===== src/rtl/uart_pkg.sv =====
// Shared UART constants, the receive FIFO entry layout and the frame parity helper.
package uart_pkg;
    localparam int UART_DATA_W     = 8;
    localparam int UART_FRAME_BITS = 9;
    localparam int UART_BIT_CNT_W  = 4;
    localparam int UART_ENTRY_W    = UART_DATA_W + 2;
    localparam int ENTRY_PERR_BIT  = 8;
    localparam int ENTRY_FERR_BIT  = 9;

    // Field order puts data at [7:0], parity_err at [8] and frame_err at [9].
    typedef struct packed {
        logic                   frame_err;
        logic                   parity_err;
        logic [UART_DATA_W-1:0] data;
    } rx_entry_t;

    function automatic logic frame_parity_err(input logic [UART_FRAME_BITS-1:0] frame,
                                              input logic                       odd);
        return (^frame) ^ odd;
    endfunction
endpackage


===== src/rtl/uart_rx_fifo.sv =====
// Generic synchronous first-word-fall-through FIFO; the head entry is always on pop_data.
module uart_rx_fifo #(
    parameter int DEPTH = 4,
    parameter int WIDTH = 10
) (
    input  logic                     clk,
    input  logic                     rst,
    input  logic                     push,
    input  logic [WIDTH-1:0]         push_data,
    input  logic                     pop,
    output logic [WIDTH-1:0]         pop_data,
    output logic                     full,
    output logic                     empty,
    output logic [$clog2(DEPTH):0]   count
);
    localparam int AW = $clog2(DEPTH);

    logic [WIDTH-1:0] mem [DEPTH];
    logic [AW-1:0]    wr_ptr;
    logic [AW-1:0]    rd_ptr;
    logic             push_eff;
    logic             pop_eff;

    assign full     = (count == (AW+1)'(DEPTH));
    assign empty    = (count == '0);
    assign pop_eff  = pop && !empty;
    // A full FIFO still accepts a push when the head leaves in the same cycle.
    assign push_eff = push && (!full || pop_eff);
    assign pop_data = mem[rd_ptr];

    always_ff @(posedge clk or negedge rst) begin
        if (!rst) begin
            for (int i = 0; i < DEPTH; i++) mem[i] <= '0;
            wr_ptr <= '0;
            rd_ptr <= '0;
            count  <= '0;
        end else begin
            if (push_eff) begin
                mem[wr_ptr] <= push_data;
                wr_ptr      <= wr_ptr + 1'b1;
            end
            if (pop_eff) rd_ptr <= rd_ptr + 1'b1;
            case ({push_eff, pop_eff})
                2'b10:   count <= count + 1'b1;
                2'b01:   count <= count - 1'b1;
                default: count <= count;
            endcase
        end
    end
endmodule


===== src/rtl/uart_rx_data_path.sv =====
// UART receive datapath: line synchroniser, bit counter, frame shift register,
// parity/stop checking and FWFT frame queue with sticky overrun.
module uart_rx_data_path
    import uart_pkg::*;
#(
    parameter int FIFO_DEPTH  = 4,
    parameter int PARITY_ODD  = 0,
    parameter int SYNC_STAGES = 2
) (
    input  logic                          clk,
    input  logic                          rst,
    input  logic                          rx_i,
    output logic                          rx_sync_o,
    input  logic                          sample_i,
    input  logic                          bit_count_enable_i,
    input  logic                          rst_bit_counter_i,
    input  logic                          enable_out_reg_i,
    output logic [UART_BIT_CNT_W-1:0]     Rx_bit_Count,
    output logic [UART_DATA_W-1:0]        rx_data_o,
    output logic                          parity_err_o,
    output logic                          frame_err_o,
    output logic                          rx_valid_o,
    input  logic                          rx_ready_i,
    output logic                          overrun_o,
    input  logic                          clr_overrun_i,
    output logic [$clog2(FIFO_DEPTH):0]   fifo_count_o
);
    localparam logic PARITY_ODD_BIT = (PARITY_ODD != 0);

    logic [SYNC_STAGES-1:0]     sync_q;
    logic [UART_FRAME_BITS-1:0] shift_q;
    rx_entry_t                  push_entry;
    rx_entry_t                  head_entry;
    logic                       fifo_full;
    logic                       fifo_empty;
    logic                       drop;

    // Preset to 1 so the line looks idle out of reset.
    always_ff @(posedge clk or negedge rst) begin
        if (!rst) sync_q <= '1;
        else      sync_q <= {sync_q[SYNC_STAGES-2:0], rx_i};
    end
    assign rx_sync_o = sync_q[SYNC_STAGES-1];

    always_ff @(posedge clk or negedge rst) begin
        if (!rst) begin
            Rx_bit_Count <= '0;
        end else if (rst_bit_counter_i) begin
            Rx_bit_Count <= '0;
        end else if (bit_count_enable_i && (Rx_bit_Count != '1)) begin
            Rx_bit_Count <= Rx_bit_Count + 1'b1;
        end
    end

    // LSB arrives first, so after nine samples data sits in [7:0] and parity in [8].
    always_ff @(posedge clk or negedge rst) begin
        if (!rst) begin
            shift_q <= '0;
        end else if (rst_bit_counter_i) begin
            shift_q <= '0;
        end else if (sample_i) begin
            shift_q <= {rx_sync_o, shift_q[UART_FRAME_BITS-1:1]};
        end
    end

    always_comb begin
        push_entry            = '0;
        push_entry.frame_err  = ~rx_sync_o;
        push_entry.parity_err = frame_parity_err(shift_q, PARITY_ODD_BIT);
        push_entry.data       = shift_q[UART_DATA_W-1:0];
    end

    uart_rx_fifo #(
        .DEPTH (FIFO_DEPTH),
        .WIDTH (UART_ENTRY_W)
    ) u_fifo (
        .clk       (clk),
        .rst       (rst),
        .push      (enable_out_reg_i),
        .push_data (push_entry),
        .pop       (rx_ready_i),
        .pop_data  (head_entry),
        .full      (fifo_full),
        .empty     (fifo_empty),
        .count     (fifo_count_o)
    );

    // A full FIFO popped in the same cycle makes room, so only push-without-pop drops.
    assign drop = enable_out_reg_i && fifo_full && !rx_ready_i;

    always_ff @(posedge clk or negedge rst) begin
        if (!rst)               overrun_o <= 1'b0;
        else if (drop)          overrun_o <= 1'b1;
        else if (clr_overrun_i) overrun_o <= 1'b0;
    end

    assign rx_valid_o   = !fifo_empty;
    assign rx_data_o    = head_entry.data;
    assign parity_err_o = head_entry.parity_err;
    assign frame_err_o  = head_entry.frame_err;
endmodule

===== config.mk =====
export PLATFORM = sky130hd
export DESIGN_NAME = uart_rx_data_path
export DESIGN_NICKNAME = d
export VERILOG_FILES = /design/src/rtl/uart_pkg.sv /design/src/rtl/uart_rx_fifo.sv /design/src/rtl/uart_rx_data_path.sv
export SDC_FILE = /design/constraint.sdc
export NUM_CORES = 1
export LEC_CHECK = 0
export CAP_MARGIN = 20
export CORE_UTILIZATION = 45
export CTS_BUF_LIST = sky130_fd_sc_hd__clkbuf_4 sky130_fd_sc_hd__clkbuf_8 sky130_fd_sc_hd__clkbuf_16
export DETAILED_ROUTE_END_ITERATION = 12
export PLACE_DENSITY = 0.65
export SLEW_MARGIN = 30
export SYNTH_ARGS = -nofsm -noshare
export SYNTH_HDL_FRONTEND = slang
export SYNTH_HIERARCHICAL = 1
export SYNTH_SLANG_ARGS = --single-unit

===== constraint.sdc =====
create_clock -name clk -period 2.6 [get_ports clk]
set_clock_uncertainty 0.05 [all_clocks]
set_input_delay 0.26 -clock clk [delete_from_list [all_inputs] [get_ports clk]]
set_output_delay 0.26 -clock clk [all_outputs]
set_load 0.02 [all_outputs]

==> flow_summary.toml, run 1 <==
[run_status]
status = "finished clean"

[global_route]
grt_pass1_vias = 1701
grt_pass1_wl_mm = 8.68
track_usage_pct = 18.2
antenna_found_initial = 0
grt_overflow = 0
grt_start_max_net_pins = 25

[power]
p_switching_uw = 983
p_per_area_nw_per_um2 = 944
combPwrFrac_pct = 28.6
peakVddDrop_mv = 0.747
swShare_pct = 29.1
leakagePower_nw = 1.67
p_int_mw = 2.39
totalPowerFinal_mw = 3.37
seqPwrFrac_pct = 38.3
clkPwrFrac_pct = 33.1

[timing]
maxSlewHeadroom_pct = 62.4
rsz0062_at_grt = "false"
hold_viol = 0
slew_viol_final = 0
hold_slack_ns = 0.270
worst_pin_slew_ns = 0.564
period_share_pct = 89.8
fin_tns_setup_ns = 0
setup_viol = 0
period_needed_ns = 2.34
fmax_ghz = 0.428

[synth]
synth_top_area_share_pct = 52.9
syn-mean-instance-area_um2 = 14.5
synth_enable_flop_cells = 0
synth_cells = 199
synthFlopType = "dfrtp_1"
ys_async_sr_fraction_pct = 100
syn_area_um2 = 2880
yosysWarnings = 6
synth_top_cell_by_area = "dfrtp_1"
synth_nets = 215
synthTopCellsByArea = "dfrtp_1, mux2_2, mux4_2"
ys_types = 33
synth_seq_cells = 63
ys_seq_area_share_pct = 54.8

[routing]
ant_nets = 0
first_pass_iters = 4
post-route-drc-count = 0
drt_iter0_drc = 64
num_vias = 1658
vias_per_cell = 5.13
wirelength_mm = 5.13
post_drt_wl_per_cell_um = 15.9

[placement]
port_buffers = 28
gp_congestion = 0.670
placed_area_um2 = 3300
post-dp-hpwl_mm = 3.47

[worst_setup_path]
worstPathMaxFanout = 6
cp-end-kind = "flop"
crit_slowest_cell = "dfrtp_1"
required_ns = 2.80
crit_chain = "nor4b_4 -> or2b_2 -> ha_1 -> inv_1 -> fa_1 -> xor2_1 -> nor2_1 -> xor2_1"
max_stage_delay_ns = 0.47
critPathLaunchType = "flop"
cp_common_cell = "xor2_1"
worstPathArrival_ns = 2.54
path_class = "reg -> reg"

[clocking]
insertion_delay_ns = 0.34
clk_pin_slew_ns = 0.07
cts_root_buf = "clkbuf_8"
cts_buffers = 9
cts_num_sinks = 63
cts_setup_buffers = 0
cts_tree = "built"
ctsResizeCount = 0
htree_levels = 3
cts_buffer_depth = 2

[floorplan]
start_util_pct = 47.6
rows = 28
die_h_um = 82.1
die_w_um = 82.1
io-pin-count = 29
dieArea_um2 = 6730
core_area_um2 = 6060

[finish]
area_growth_pct = 23.9
drive_above_1_share_pct = 35.1
fillers = 495
antenna_cells = 0
nets = 259
post-route-cell-area_um2 = 3570
final_core_util_pct = 59.0

[worst_hold_path]
hp-class = "in -> reg"

[flow_run]
drv_cap = 0
[worst max-delay path, delay by kind of cell (launching register included)]
family | cells | cell delay (ns)
XOR/XNOR | 2 | 0.32
adder cells (fa/ha/maj) | 2 | 0.56
buffers and inverters | 1 | 0.06
flip-flops | 1 | 0.47
AND/OR/NAND/NOR | 3 | 0.82
[cell usage after synthesis (2+ instances only)]
cell type	count
a21oi_1	4
buf_2	2
dfrtp_1	61
dfstp_2	2
ha_1	6
inv_1	11
mux2_2	41
mux2i_1	10
mux4_2	10
nand2_1	7
nor2_1	10
nor2_2	4
o21ai_0	2
xnor2_1	7
xor2_1	4
[cell type report]
type / count / area, um^2 / share of cell area (%)
flip-flops and latches: 63 / 1580 / 44.2
multi-input cells: 121 / 1250 / 34.9
repair buffers: 37 / 345 / 9.66
clock inverters: 7 / 145 / 4.06
clock buffers: 9 / 124 / 3.47
well taps: 75 / 93.8 / 2.63
inverters: 11 / 41.3 / 1.16
[final timing paths]
| path | cells after the start | startpoint | end | slack [ns] |
|---|---|---|---|---|
| min in group asynchronous | 2 | rst | u_fifo/mem[22] | 0.40 |
| max in group asynchronous | 3 | rst | sync_q[1] | 1.37 |
| max reg2reg | 8 | u_fifo/count[0] | u_fifo/count[2] | 0.26 |
| max | 8 | u_fifo/count[0] | u_fifo/count[2] | 0.26 |
| min | 1 | rx_i | sync_q[0] | 0.27 |
| min reg2reg | 0 | sync_q[0] | sync_q[1] | 0.32 |
[cells by family after synthesis]
kind of cell | after synthesis | share of synthesized area, %
compound gates | 10 | 2.17
flops | 63 | 54.8
mux | 61 | 27.3
simple gates | 30 | 5.77
xor+xnor | 13 | 4.69
fa+ha+maj | 7 | 3.30
buf+inv | 15 | 2.04
[through the flow]
step,instances,worst slack [ns]
6_report,323,0.265
5_1_grt,323,0.117
4_1_cts,323,0.261
3_5_place_dp,306,0.0403
3_3_place_gp,306,0.113
2_1_floorplan,199,0.365
[flip-flops by register name, summed over array words and instances, names as in the netlist]
register and cells:
u_fifo/mem 40, u_fifo/rd_ptr 2, overrun_o 1, u_fifo/count 3, u_fifo/wr_ptr 2, sync_q 2
Rx_bit_Count 4, shift_q 9
[repair_timing]
item	in CTS	in global routing
endpoints found under the setup margin	0	0
hold endpoints to repair	22	0
hold buffers	1	0
[power groups by stage]
| stage | Clock [mW] | Sequential, mW | Combinational (mW) |
|---|---|---|---|
| global route | 1.19 | 1.32 | 1.07 |
| finish | 1.12 | 1.29 | 0.967 |
| global placement | 0 | 1.30 | 0.974 |
| floorplan | 0 | 1.29 | 0.629 |
| detailed placement | 0 | 1.31 | 0.979 |
| CTS | 1.16 | 1.29 | 0.988 |
[per-layer routing]
metal / wire, um / track usage (%)
met1: 2420 / 23.6
met2: 2470 / 28.7
met3: 174 / 6.33
met4: 65 / 5.26
met5: 0 / 0
[cell usage in the layout (no fill, tap or decap), types with 2 or more instances in the layout]
cell             synthesis  routed
dfstp_2                  2       2
a21oi_1                  4       4
clkdlybuf4s50_1          0      27
mux4_2                  10      10
buf_4                    0       8
nor2_1                  10      10
xor2_1                   4       4
nand2_1                  7       7
o21ai_0                  2       2
xnor2_1                  7       7
dfrtp_1                 61      61
bufinv_16                0       4
mux2i_1                 10      10
clkinv_4                 0       2
mux2_2                  41      41
nor2_2                   4       4
inv_1                   11      11
clkbuf_8                 0       9
ha_1                     6       6
(Power assumes the default switching activity.)
==> run 2: changes to the inputs <==
--- a/config.mk
+++ b/config.mk
@@ -6,6 +6,7 @@
 export NUM_CORES = 1
 export LEC_CHECK = 0
 export CAP_MARGIN = 20
+export CORE_ASPECT_RATIO = 1.2
 export CORE_UTILIZATION = 45
 export CTS_BUF_LIST = sky130_fd_sc_hd__clkbuf_4 sky130_fd_sc_hd__clkbuf_8 sky130_fd_sc_hd__clkbuf_16
 export DETAILED_ROUTE_END_ITERATION = 12
==> run 2 against run 1 <==
Net effect: largest power group unchanged; global-route usage is 0.089 points lower; first-iteration DRC count is 44% lower; core utilization shrank 0.94 points; critical path type is now reg -> out; sequential cell count unchanged; worst setup slack gained 0.019 ns; clock power down 8%; total power decreased by 3.2%; non-clock buffer count down 2; sequential power barely moved; routed wire length is 2.2% lower; combinational power shrank 2%; cell area decreased by 0.49%.
==> flow_summary.toml, run 2 (synthesized netlist as in run 1, its figures left out) <==
[global_route]
grt_start_max_net_pins = 64
grt_overflow = 0
grt_pass1_vias = 1754
grt_pass1_wl_mm = 8.67
antenna_found_initial = 0
track_usage_pct = 18.1

[clocking]
cts_tree = "built"
holdBufCountCts = 1
htree_levels = 3
cts_buffer_depth = 2
clk_pin_slew_ns = 0.07
cts_setup_buffers = 0
cts_num_sinks = 63
insertion_delay_ns = 0.33
ctsResizeCount = 0
cts_root_buf = "clkbuf_8"
cts_buffers = 9

[routing]
vias_per_cell = 5.05
ant_nets = 0
post-route-drc-count = 0
post_drt_wl_per_cell_um = 15.3
drt_iter0_drc = 36
num_vias = 1658
wirelength_mm = 5.02
first_pass_iters = 4

[run_status]
status = "finished clean"

[timing]
setup_viol = 0
slew_viol_final = 0
period_share_pct = 89.1
maxSlewHeadroom_pct = 62.6
hold_viol = 0
period_needed_ns = 2.32
worst_pin_slew_ns = 0.560
fmax_ghz = 0.432
fin_tns_setup_ns = 0
rsz0062_at_grt = "false"

[finish]
nets = 257
largest_registers = "u_fifo/mem x40, shift_q x9, Rx_bit_Count x4"
area_growth_pct = 23.3
largest_reg_flops = 40
drive_above_1_share_pct = 34.6
final_cell_mix = "dfrtp_1, mux2_2, clkdlybuf4s50_1"
fillers = 554
post-route-cell-area_um2 = 3560
final_common_cell = "dfrtp_1"
antenna_cells = 0
regMostFlops = "u_fifo/mem"

[worst_hold_path]
hp-class = "in -> reg"
holdCritStartpoint = "rx_i"
hold_path_depth = 1

[power]
leakagePower_nw = 1.66
totalPowerFinal_mw = 3.27
peakVddDrop_mv = 0.500
p_per_area_nw_per_um2 = 919

[worst_setup_path]
worstPathArrival_ns = 2.01
crit_chain = "buf_4 -> mux4_2 -> clkdlybuf4s50_1"
critPathLaunchType = "flop"
critPathBufInv = 2
required_ns = 2.29
regToRegStartpoint = "u_fifo/count[0]"
crit_slowest_cell = "clkdlybuf4s50_1"
cp-end-kind = "output pin"
max_stage_delay_ns = 0.55
path_class = "reg -> out"
worstSetupPathDepth = 3
r2r_cells = 8
startpoint = "u_fifo/rd_ptr[0]"
worstPathMaxFanout = 12
crit_family = "buffers and inverters"

[flow_run]
drv_cap = 0

[floorplan]
rows = 31
core_area_um2 = 6130
dieArea_um2 = 6730
start_util_pct = 47.1
die_w_um = 75.1
io-pin-count = 29
die_h_um = 89.7

[placement]
gp_congestion = 0.663
port_buffers = 28
placed_area_um2 = 3300
post-dp-hpwl_mm = 3.30
## run 2: cell types whose count changed in the layout (fill, tap and decap cells not counted)
cell       before  now
buf_4           8    5
buf_12          0    1
bufinv_16       4    3
clkinv_2        0    2
clkbuf_8        9   10
clkinv_4        2    0
## run 2: final cells by class
class	instances	area, um^2	share of cell area [%]
Clock buffer	10	138	3.87
Timing Repair Buffer	35	343	9.64
Tap cell	82	103	2.88
Sequential cell	63	1580	44.4
Inverter	11	41.3	1.16
Multi-Input combinational cell	121	1250	35.0
Clock inverter	6	108	3.02
## run 2: report_power, final
part	internal (mW)	switching, mW
Clock	0.659	0.373
Combinational	0.511	0.440
Sequential	1.13	0.151
Total	2.30	0.963
## run 2: final timing paths
kind	end	slack (ns)
worst max-delay path	rx_data_o[7]	0.28
worst max register to register	u_fifo/count[2]	0.32
min in group asynchronous	Rx_bit_Count[3]	0.41
max in group asynchronous	sync_q[1]	1.78
worst min register to register	sync_q[1]	0.31
worst min-delay path	sync_q[0]	0.28
## run 2: routing by layer
layer / share of wire (%) / track usage, % / up-vias
li1: - / - / 792
met2: 50 / 28.7 / 22
met3: 2.3 / 3.24 / 10
met1: 46 / 23.8 / 834
met5: 0 / 0 / -
met4: 2.1 / 9.26 / 0
## run 2: through the flow
| step | hold WS (ns) | utilization (%) | setup WS [ns] | std cells |
|---|---|---|---|---|
| global placement | 0.248 | 53.9 | 0.0995 | 311 |
| floorplan | -0.0856 | - | 0.365 | 199 |
| detailed placement | 0.247 | 53.9 | 0.0537 | 311 |
| finish | 0.280 | 58.0 | 0.284 | 328 |
| global route | 0.270 | 58.0 | 0.169 | 328 |
| CTS | 0.265 | 58.0 | 0.227 | 328 |
